<file path="src/rtl/sync_fifo_param_if.sv">
// rtl/sync_fifo_param_if.sv - Handshake and status bundle for sync_fifo_param
interface sync_fifo_param_if #(
  parameter int DATA_WIDTH = 8,
  parameter int ADDR_WIDTH = 4
);
  logic                  w_en;
  logic [DATA_WIDTH-1:0] data_in;
  logic                  r_en;
  logic                  clr_err;
  logic [DATA_WIDTH-1:0] data_out;
  logic                  data_valid;
  logic                  full;
  logic                  empty;
  logic                  almost_full;
  logic                  almost_empty;
  logic [ADDR_WIDTH:0]   count;
  logic                  overflow;
  logic                  underflow;

  modport master (
    output w_en, data_in, r_en, clr_err,
    input  data_out, data_valid, full, empty, almost_full, almost_empty,
           count, overflow, underflow
  );

  modport slave (
    input  w_en, data_in, r_en, clr_err,
    output data_out, data_valid, full, empty, almost_full, almost_empty,
           count, overflow, underflow
  );
endinterface

</file>
<file path="src/rtl/sync_fifo_param.sv">
// rtl/sync_fifo_param.sv - Single-clock parametrised FIFO with thresholds and sticky errors
module sync_fifo_param #(
  parameter int DATA_WIDTH    = 8,
  parameter int ADDR_WIDTH    = 4,
  parameter int AFULL_THRESH  = 12,
  parameter int AEMPTY_THRESH = 4
) (
  input logic             clk,
  input logic             rst,
  sync_fifo_param_if.slave bus
);
  localparam int DEPTH = 1 << ADDR_WIDTH;
  localparam logic [ADDR_WIDTH:0] AFULL_LVL  = (ADDR_WIDTH + 1)'(AFULL_THRESH);
  localparam logic [ADDR_WIDTH:0] AEMPTY_LVL = (ADDR_WIDTH + 1)'(AEMPTY_THRESH);

  logic [DATA_WIDTH-1:0] mem [DEPTH];
  logic [ADDR_WIDTH:0]   wr_ptr;
  logic [ADDR_WIDTH:0]   rd_ptr;
  logic [ADDR_WIDTH:0]   fill;
  logic                  is_full;
  logic                  is_empty;
  logic                  wr_accept;
  logic                  rd_accept;
  logic [DATA_WIDTH-1:0] data_out_q;
  logic                  data_valid_q;
  logic                  overflow_q;
  logic                  underflow_q;

  // Wrap bit distinguishes full from empty when the address bits coincide.
  assign fill     = wr_ptr - rd_ptr;
  assign is_empty = (wr_ptr == rd_ptr);
  assign is_full  = (wr_ptr[ADDR_WIDTH] != rd_ptr[ADDR_WIDTH]) &&
                    (wr_ptr[ADDR_WIDTH-1:0] == rd_ptr[ADDR_WIDTH-1:0]);

  assign wr_accept = bus.w_en && !is_full;
  assign rd_accept = bus.r_en && !is_empty;

  always_ff @(posedge clk) begin
    if (wr_accept) begin
      mem[wr_ptr[ADDR_WIDTH-1:0]] <= bus.data_in;
    end
  end

  always_ff @(posedge clk) begin
    if (rst) begin
      wr_ptr <= '0;
      rd_ptr <= '0;
    end else begin
      if (wr_accept) begin
        wr_ptr <= wr_ptr + 1'b1;
      end
      if (rd_accept) begin
        rd_ptr <= rd_ptr + 1'b1;
      end
    end
  end

  always_ff @(posedge clk) begin
    if (rst) begin
      data_out_q   <= '0;
      data_valid_q <= 1'b0;
    end else if (rd_accept) begin
      data_out_q   <= mem[rd_ptr[ADDR_WIDTH-1:0]];
      data_valid_q <= 1'b1;
    end else begin
      data_valid_q <= 1'b0;
    end
  end

  // A new error event in the same cycle as clr_err keeps the flag set.
  always_ff @(posedge clk) begin
    if (rst) begin
      overflow_q  <= 1'b0;
      underflow_q <= 1'b0;
    end else begin
      if (bus.clr_err) begin
        overflow_q  <= 1'b0;
        underflow_q <= 1'b0;
      end
      if (bus.w_en && is_full) begin
        overflow_q <= 1'b1;
      end
      if (bus.r_en && is_empty) begin
        underflow_q <= 1'b1;
      end
    end
  end

  assign bus.data_out     = data_out_q;
  assign bus.data_valid   = data_valid_q;
  assign bus.full         = is_full;
  assign bus.empty        = is_empty;
  assign bus.almost_full  = (fill >= AFULL_LVL);
  assign bus.almost_empty = (fill <= AEMPTY_LVL);
  assign bus.count        = fill;
  assign bus.overflow     = overflow_q;
  assign bus.underflow    = underflow_q;
endmodule

</file>
<file path="src/flat_wrapper.sv">
// flat-port wrapper written by rule: the top's interface ports become plain ports
module sync_fifo_param_flat 
#(
  parameter int DATA_WIDTH    = 8,
  parameter int ADDR_WIDTH    = 4,
  parameter int AFULL_THRESH  = 12,
  parameter int AEMPTY_THRESH = 4
)
  (clk, rst, bus_w_en, bus_data_in, bus_r_en, bus_clr_err, bus_data_out, bus_data_valid, bus_full, bus_empty, bus_almost_full, bus_almost_empty, bus_count, bus_overflow, bus_underflow);
  sync_fifo_param_if #(.DATA_WIDTH(DATA_WIDTH), .ADDR_WIDTH(ADDR_WIDTH)) bus_i ();
  input logic clk;
  input logic rst;
  input wire logic [$bits(bus_i.w_en)-1:0] bus_w_en;
  input wire logic [$bits(bus_i.data_in)-1:0] bus_data_in;
  input wire logic [$bits(bus_i.r_en)-1:0] bus_r_en;
  input wire logic [$bits(bus_i.clr_err)-1:0] bus_clr_err;
  output wire logic [$bits(bus_i.data_out)-1:0] bus_data_out;
  output wire logic [$bits(bus_i.data_valid)-1:0] bus_data_valid;
  output wire logic [$bits(bus_i.full)-1:0] bus_full;
  output wire logic [$bits(bus_i.empty)-1:0] bus_empty;
  output wire logic [$bits(bus_i.almost_full)-1:0] bus_almost_full;
  output wire logic [$bits(bus_i.almost_empty)-1:0] bus_almost_empty;
  output wire logic [$bits(bus_i.count)-1:0] bus_count;
  output wire logic [$bits(bus_i.overflow)-1:0] bus_overflow;
  output wire logic [$bits(bus_i.underflow)-1:0] bus_underflow;
  assign bus_i.w_en = bus_w_en;
  assign bus_i.data_in = bus_data_in;
  assign bus_i.r_en = bus_r_en;
  assign bus_i.clr_err = bus_clr_err;
  assign bus_data_out = bus_i.data_out;
  assign bus_data_valid = bus_i.data_valid;
  assign bus_full = bus_i.full;
  assign bus_empty = bus_i.empty;
  assign bus_almost_full = bus_i.almost_full;
  assign bus_almost_empty = bus_i.almost_empty;
  assign bus_count = bus_i.count;
  assign bus_overflow = bus_i.overflow;
  assign bus_underflow = bus_i.underflow;
  sync_fifo_param #(.DATA_WIDTH(DATA_WIDTH), .ADDR_WIDTH(ADDR_WIDTH), .AFULL_THRESH(AFULL_THRESH), .AEMPTY_THRESH(AEMPTY_THRESH)) u_core (.clk(clk), .rst(rst), .bus(bus_i));
endmodule
</file>
<file path="config.mk">
export PLATFORM = sky130hd
export DESIGN_NAME = sync_fifo_param_flat
export DESIGN_NICKNAME = d
export VERILOG_FILES = /design/src/rtl/sync_fifo_param_if.sv /design/src/rtl/sync_fifo_param.sv /design/src/flat_wrapper.sv
export SDC_FILE = /design/constraint.sdc
export NUM_CORES = 1
export LEC_CHECK = 0
export CAP_MARGIN = 20
export CORE_ASPECT_RATIO = 0.5
export CORE_MARGIN = 8
export CORE_UTILIZATION = 56
export CTS_BUF_LIST = sky130_fd_sc_hd__clkbuf_8
export CTS_CLUSTER_SIZE = 20
export DETAILED_ROUTE_END_ITERATION = 8
export GPL_TIMING_DRIVEN = 0
export PLACE_DENSITY = 0.78
export SYNTH_ARGS = -nofsm -noshare
export SYNTH_HDL_FRONTEND = slang
export SYNTH_SLANG_ARGS = --single-unit
</file>
<file path="constraint.sdc">
create_clock -name clk -period 3 [get_ports clk]
set_input_delay 0.3 -clock clk [delete_from_list [all_inputs] [get_ports clk]]
set_output_delay 0.3 -clock clk [all_outputs]
set_load 0.01 [all_outputs]
</file>
==> results of run 1 <==
kinds of logic (layout without fill, tap and decap cells):
group / Yosys count / in the layout / share of synthesized area, %
flip-flops: 149 / 149 / 70.6
AND/OR/NAND/NOR: 64 / 64 / 4.97
multiplexers: 57 / 57 / 12.9
AO/OA/AOI/OAI: 53 / 53 / 5.82
buffers and inverters: 26 / 92 / 2.28
adder cells (fa/ha/maj): 10 / 10 / 2.20
XOR/XNOR: 8 / 8 / 1.16
synthesized netlist by cell type:
master	instances
mux2i_1	33
fa_1	1
o21ai_0	6
a211oi_1	16
ha_1	9
xnor2_1	4
or3b_2	1
buf_1	1
nand3_1	3
buf_8	1
a32o_1	1
inv_1	8
buf_6	1
mux2_2	8
or3_1	3
a21oi_1	6
o211ai_1	3
dfxtp_1	21
clkbuf_1	5
clkinv_1	1
nand2_1	7
mux4_2	16
buf_2	5
nor3_1	4
edfxtp_1	128
a221oi_1	1
nand4_1	1
buf_4	4
o21a_1	3
nand2b_1	3
o22ai_1	16
nand3b_1	2
xor2_1	4
and3_1	1
nor2b_1	4
a21o_1	1
or4_1	1
and2_1	2
nor2_1	32
through the flow:
stage / utilization (%) / instances
finish: 68.2 / 573
detailed placement: 63.1 / 539
global route: 68.2 / 573
global placement: 63.1 / 539
CTS: 68.0 / 572
floorplan: - / 367
cells in the final DEF (no fill, tap or decap), drive strengths merged, types with 3 or more instances in the layout:
cell,count
clkdlybuf4s50,28
nor2,32
dfxtp,21
ha,9
o211ai,3
o21ai,6
mux2,8
xor2,4
nand2,7
a21oi,6
o22ai,16
a211oi,16
nor3,4
buf,15
edfxtp,128
o21a,3
clkinv,6
inv,15
nand2b,3
or3,3
nand3,3
nor2b,4
mux2i,33
mux4,16
xnor2,4
bufinv,3
clkbuf,21
flip-flops by register name, summed over array words and instances (netlist names):
name and flops:
u_core.rd_ptr 5, u_core.bus.data_valid 1, u_core.wr_ptr 5, u_core.bus.overflow 1, u_core.bus.underflow 1, u_core.bus.data_out 8, u_core.mem 128
power by group through the flow:
stage | logic (uW) | registers (uW) | clock network (uW)
detailed placement | 850 | 2390 | 0
finish | 862 | 2340 | 1640
CTS | 864 | 2340 | 1660
global placement | 828 | 2380 | 0
global route | 926 | 2340 | 1760
floorplan | 506 | 2390 | 0
layer usage:
metal	part of all wire, %	GRT usage, %	routed length, microns
met3	11	5.79	1470
met2	48	30.9	6350
met1	39	23.4	5090
met5	0	0	0
met4	2.1	8.35	282
cell type report:
class | instances | share of cell area (%)
multi-input cells | 192 | 23.7
clock buffers | 17 | 3.32
clock inverters | 15 | 2.71
plain buffers | 14 | 1.60
inverters | 9 | 0.497
repair buffers | 37 | 5.09
well taps | 140 | 2.48
flip-flops and latches | 149 | 60.6
worst min path at each step:
stage,start,endpoint,slack [ns],depth (start not counted)
finish,u_core.bus.data_out[5],u_core.bus.data_out[5],0.51,2
global route,u_core.bus.data_out[5],u_core.bus.data_out[5],0.53,2
CTS,u_core.bus.data_out[3],u_core.bus.data_out[3],0.51,2
detailed placement,u_core.bus.data_out[3],u_core.bus.data_out[3],0.50,2
global placement,u_core.bus.data_out[7],u_core.bus.data_out[7],0.50,2
floorplan,bus_data_in[0],u_core.mem[0][0],0.40,0
what timing repair did:
item / CTS / global route
setup buffers: 2 / 3
pin swaps: 0 / 1
gates resized for setup: 28 / 5
setup endpoints to repair: 139 / 134
critical path: stages (launching register included):
cell and delay, ns:
dfxtp_4 0.39, buf_12 0.15, inv_1 0.06, ha_1 0.30
nor2b_1 0.14, o21a_1 0.17, or3_1 0.35, a32o_1 0.28
dlygate4sd2_1 0.28
==> reports/qor.yml, run 1 <==
job:
  maxCapViolations: 0
logic_synthesis:
  syn_area_sq_um: 6040
  synth.avg_cell_area_sq_um: 16.4
  yosysUniqueCellTypes: 39
  synth_largest_area_cell: "edfxtp_1"
  synth_top_area_share_pct: 63.7
  ys_warn_count: 0
  synthesis.nets: 390
  yosys-top-cells-area: "edfxtp_1, dfxtp_1, mux4_2"
  yosysSeqAreaShare_pct: 70.6
  synth_cells: 367
  synth_seq_cells: 149
sta:
  worst_pin_slew_ns: 0.853
  drv_slew: 0
  rsz0062_at_grt: "no"
  finalCriticalPeriod_ns: 2.86
  hold_ws_ns: 0.508
  finalCritPeriodShare_pct: 95.2
  clock_skew_ns: 0.0182
  hold_violations: 0
  finalWorstSetupSlack_ns: 0.143
  tns_ns: 0
  fmax_mhz: 350
  setup_viol: 0
  maxSlewHeadroom_pct: 43.0
setup_path:
  path_max_fanout: 11
  worst-setup-path-type: "flop to output pin"
  critical_path.startpoint: "u_core.rd_ptr[1]"
  cp-start-kind: "flop"
  r2r_slack_ns: 0.17
  cp.required_ns: 2.70
  reg2regPathDepth: 7
  reg2reg_from: "u_core.rd_ptr[2]"
  critPathCapture: "bus_almost_full"
  arrival_ns: 2.56
  end_kind: "output pin"
  rr_endpoint: "u_core.mem[8][3]"
power:
  p_seq_share_pct: 48.3
  clkPwrFrac_pct: 33.9
  vdd_ir_drop_max_mv: 0.353
  combPwrFrac_pct: 17.8
  intPower_uw: 3580
  swShare_pct: 26.1
  power_density_nw_per_um2: 686
  power_switching_uw: 1260
  p_leak_uw: 0.00229
  total_power_uw: 4840
routing:
  avgViaCountPerCell: 6.13
  postRouteWirelength_mm: 13.2
  ant_nets: 0
  drt_pass1_iterations: 8
  vias: 3514
  drt-wirelength-per-cell_microns: 23.0
  drt-initial-drc-count: 361
  drc: 0
place:
  dp_hpwl_mm: 8.67
  port-buffer-count: 32
  place_area_sq_um: 6530
  place_ws_ns: -0.988
  routabilityCongestion: 0.838
run_status:
  status: "completed"
clock_network:
  ctsHoldBuffers: 0
  cts_buffers: 17
  htree_levels: 4
  clkSinkCount: 149
  clockRootBuffer: "clkbuf_8"
  clk_path_buf_depth: 2
  clock_latency_ns: 0.45
  clkTransAtPathRegs_ns: 0.08
  cts_tree: "built"
floorplan:
  die_w_microns: 163
  dieArea_sq_um: 14600
  start_util_pct: 58.4
  io_pins: 33
  coreArea_sq_um: 10300
  die_h_microns: 89.4
  rows: 26
worst_hold_path:
  hold_class: "flop to flop"
grt:
  grt_max_degree: 19
  grt_antenna_before_repair: 0
  grt_pass1_vias: 3560
  grt_usage_pct: 18.9
  grt_pass1_wl_mm: 20.0
  grt-ovfl-total: 0
layout:
  fillers: 642
  antennaDiodeCount: 0
  multiInputGateArea_sq_um: 1670
  area_growth_pct: 16.8
  drive_gt1_share_pct: 19.6
  seq_area_sq_um: 4270
  final_area_sq_um: 7050
  layout.nets: 443
No activity file was read; power rests on OpenSTA's default activity.
==> run 2: changes to the inputs <==
--- a/config.mk
+++ b/config.mk
@@ -5,15 +5,17 @@
 export SDC_FILE = /design/constraint.sdc
 export NUM_CORES = 1
 export LEC_CHECK = 0
+export ABC_AREA = 1
+export ABC_CLOCK_PERIOD_IN_PS = 3150
 export CAP_MARGIN = 20
 export CORE_ASPECT_RATIO = 0.5
 export CORE_MARGIN = 8
-export CORE_UTILIZATION = 56
+export CORE_UTILIZATION = 62
 export CTS_BUF_LIST = sky130_fd_sc_hd__clkbuf_8
 export CTS_CLUSTER_SIZE = 20
 export DETAILED_ROUTE_END_ITERATION = 8
 export GPL_TIMING_DRIVEN = 0
-export PLACE_DENSITY = 0.78
+export PLACE_DENSITY = 0.82
 export SYNTH_ARGS = -nofsm -noshare
 export SYNTH_HDL_FRONTEND = slang
 export SYNTH_SLANG_ARGS = --single-unit
==> constraint.sdc (replaced) <==
create_clock -name clk -period 3.15 [get_ports clk]
set_input_delay 0.315 -clock clk [delete_from_list [all_inputs] [get_ports clk]]
set_output_delay 0.315 -clock clk [all_outputs]
set_load 0.01 [all_outputs]
==> reports/qor.yml, run 2 <==
run_status:
  status: "completed"
setup_path:
  cp.required_ns: 3.23  # +0.53 ns
  worst-setup-path-type: "flop to flop"
  critical_path.startpoint: "u_core.rd_ptr[1]"
  end_kind: "flop"
  arrival_ns: 3.04  # +0.48 ns
  reg2reg_from: "u_core.rd_ptr[1]"
  cp-start-kind: "flop"
  path_max_fanout: 10  # -1
power:
  total_power_uw: 4600  # -4.9%
  swShare_pct: 28.6  # +2.5 points
  p_leak_uw: 0.00309  # +35%
  intPower_uw: 3290  # -8.2%
  combPwrFrac_pct: 18.9  # +1.1 points
  power_switching_uw: 1320  # +4.4%
  power_density_nw_per_um2: 619  # -9.7%
  p_seq_share_pct: 48.3  # about the same
  clkPwrFrac_pct: 32.8  # -1.1 points
  vdd_ir_drop_max_mv: 0.342  # -2.9%
floorplan:
  die_w_microns: 161  # -0.93%
  start_util_pct: 63.9  # +5.5 points
  rows: 26  # unchanged
  die_h_microns: 88.7  # -0.85%
  coreArea_sq_um: 10200  # -0.94%
  dieArea_sq_um: 14300  # -1.8%
  io_pins: 33  # unchanged
sta:
  finalCritPeriodShare_pct: 93.9
  worst_pin_slew_ns: 0.835  # -0.0175 ns
  maxSlewHeadroom_pct: 44.1  # +1.2 points
  setup_viol: 0  # unchanged
  hold_violations: 0  # unchanged
  tns_ns: 0  # unchanged
  rsz0062_at_grt: "no"
  finalCriticalPeriod_ns: 2.96
  fmax_mhz: 338
  clock_skew_ns: 0.0144  # -0.00376 ns
  drv_slew: 0  # unchanged
logic_synthesis:
  synth-edff-count: 128  # unchanged
  async_flop_share_pct: 0  # unchanged
  synthSimpleGateAreaFrac_pct: 20.0  # +15 points
  ys.flop_type: "edfxtp_1"
  synth_adder_area_share_pct: 2.03  # -0.17 points
  synth_cells: 653  # +78%
  synth_largest_area_cell: "edfxtp_1"
  synth.avg_cell_area_sq_um: 10.0  # -39%
  yosysSeqAreaShare_pct: 65.1  # -5.5 points
  synth_compound_area_share_pct: 3.71  # -2.1 points
  synthesis.nets: 676  # +73%
  synth_seq_cells: 149  # unchanged
  ys_warn_count: 0  # unchanged
  synth_mux_area_share_pct: 0  # -13 points
  yosys-top-cells-area: "edfxtp_1, nand2_1, nand3_1"
  synth_common_cells: "nand2_1, edfxtp_1, inv_1"
  synth_top_family_by_area: "simple AND/OR/NAND/NOR gates"
  synth_top_area_share_pct: 58.7  # -5.0 points
  yosysUniqueCellTypes: 27  # -31%
  synth_xor_area_share_pct: 0.803  # -0.36 points
  synth_most_common_cell: "nand2_1"
  syn_area_sq_um: 6550  # +8.4%
job:
  maxCapViolations: 0  # unchanged
routing:
  drc: 0  # unchanged
  avgViaCountPerCell: 5.67  # -7.6%
  vias: 4839  # +38%
  postRouteWirelength_mm: 16.3  # +24%
  ant_nets: 0  # unchanged
  drt-wirelength-per-cell_microns: 19.1  # -17%
  drt-initial-drc-count: 757  # +110%
  drt_pass1_iterations: 6  # -2
clock_network:
  clk_path_buf_depth: 2  # unchanged
  clock_latency_ns: 0.45  # about the same
  ctsHoldBuffers: 0  # unchanged
  htree_levels: 4  # unchanged
  clockRootBuffer: "clkbuf_8"
  clkSinkCount: 149  # unchanged
  cts_tree: "built"
  cts_buffers: 17  # unchanged
  clkTransAtPathRegs_ns: 0.08  # about the same
  postCtsSetupRepairBufs: 0  # -2
grt:
  grt_pass1_wl_mm: 25.0  # +25%
  grt_max_degree: 17  # -2
  grt_antenna_before_repair: 0  # unchanged
  grt_usage_pct: 23.7  # +4.7 points
  grt-ovfl-total: 0  # unchanged
  grt_pass1_vias: 4656  # +31%
place:
  dp.cells: 824  # +53%
  routabilityCongestion: 0.970  # +16%
  port-buffer-count: 31  # -3.1%
  dp_hpwl_mm: 11.0  # +27%
worst_hold_path:
  hold_class: "input pin to flop"
  holdCritStartpoint: "rst"
layout:
  final_cells: 854  # +49%
  area_growth_pct: 13.5
  drive_gt1_share_pct: 8.82  # -11 points
  layout_common_cells: "nand2_1, edfxtp_1, inv_1"
  final_common_cell: "nand2_1"
  fillers: 704  # +9.7%
  layout.nets: 725  # +64%
  antennaDiodeCount: 0  # unchanged
  largest_reg_flops: 128  # unchanged
==> run 2: cell count changes in the layout (fill, tap and decap cells not counted), moves of 16 or more <==
cell,delta
mux4_2,-16
inv_1,+90
mux2i_1,-33
nand3_1,+90
a21oi_1,+23
o22ai_1,-16
nand2_1,+177
a211oi_1,-16
==> run 2: stage by stage <==
stage	instance area (sq um)	hold WS (ns)	worst slack, ns	util [%]
6_report	7430	0.273	0.191	72.5
3_5_place_dp	7030	0.469	0.136	68.6
5_1_grt	7430	0.289	0.0281	72.5
3_3_place_gp	7030	0.452	0.228	68.6
4_1_cts	7430	0.258	0.00933	72.5
2_1_floorplan	6550	0.414	0.821	-
==> run 2: final cells by class <==
| cell class | count | area [sq um] | area share [%] |
|---|---|---|---|
| sequential | 149 | 4270 | 57.4 |
| multi-input combinational | 374 | 1740 | 23.4 |
| inverter | 103 | 389 | 5.24 |
| timing repair buffer | 31 | 315 | 4.24 |
| clock buffer | 17 | 234 | 3.15 |
| tap | 140 | 175 | 2.36 |
| clock inverter | 14 | 160 | 2.16 |
| buffer | 26 | 153 | 2.05 |
==> run 2: power by group through the flow <==
stage          sequential, uW  clock [uW]  combinational (uW)
4_1_cts                  2220        1510                 859
6_report                 2220        1510                 870
3_3_place_gp             2260           0                 820
5_1_grt                  2230        1590                 943
2_1_floorplan            2270           0                 498
3_5_place_dp             2260           0                 852
==> run 2: final timing paths <==
kind | end | slack [ns] | cells after the start
hold reg to reg | u_core.bus.overflow | 0.49 | 2
setup / recovery | u_core.mem[5][0] | 0.19 | 9
setup reg to reg | u_core.mem[5][0] | 0.19 | 9
hold / removal | u_core.bus.data_valid | 0.27 | 2
==> run 2: critical path, stage by stage (launching register included) <==
cell     delay [ns]
dfxtp_2        0.35
buf_4          0.18
inv_2          0.12
buf_2          0.26
ha_1           0.30
nand4_1        0.17
nor2_2         0.07
nor2_2         0.23
nand2_1        0.26
nor2_1         0.66
==> run 2: routing by layer <==
layer	track usage [%]	share of wire, %	up-vias
li1	-	-	2223
met5	0	0	-
met1	30.9	39	2288
met4	9.09	1.8	0
met3	6.69	13	33
met2	37.5	46	295
==> run 2: timing repair <==
action,in CTS,in global routing
pin swaps,0,0
setup endpoints to repair,2,2
endpoints found under the hold margin,0,0
resized for setup,2,4
==> run 2: logic make-up after synthesis <==
logic type                 after synthesis
AOI/OAI and AO/OA                       47
xor gates and xnor gates                 6
and+or+nand+nor                        311
adders and majority gates               10
buffers and inverters                  130
DFF                                    149
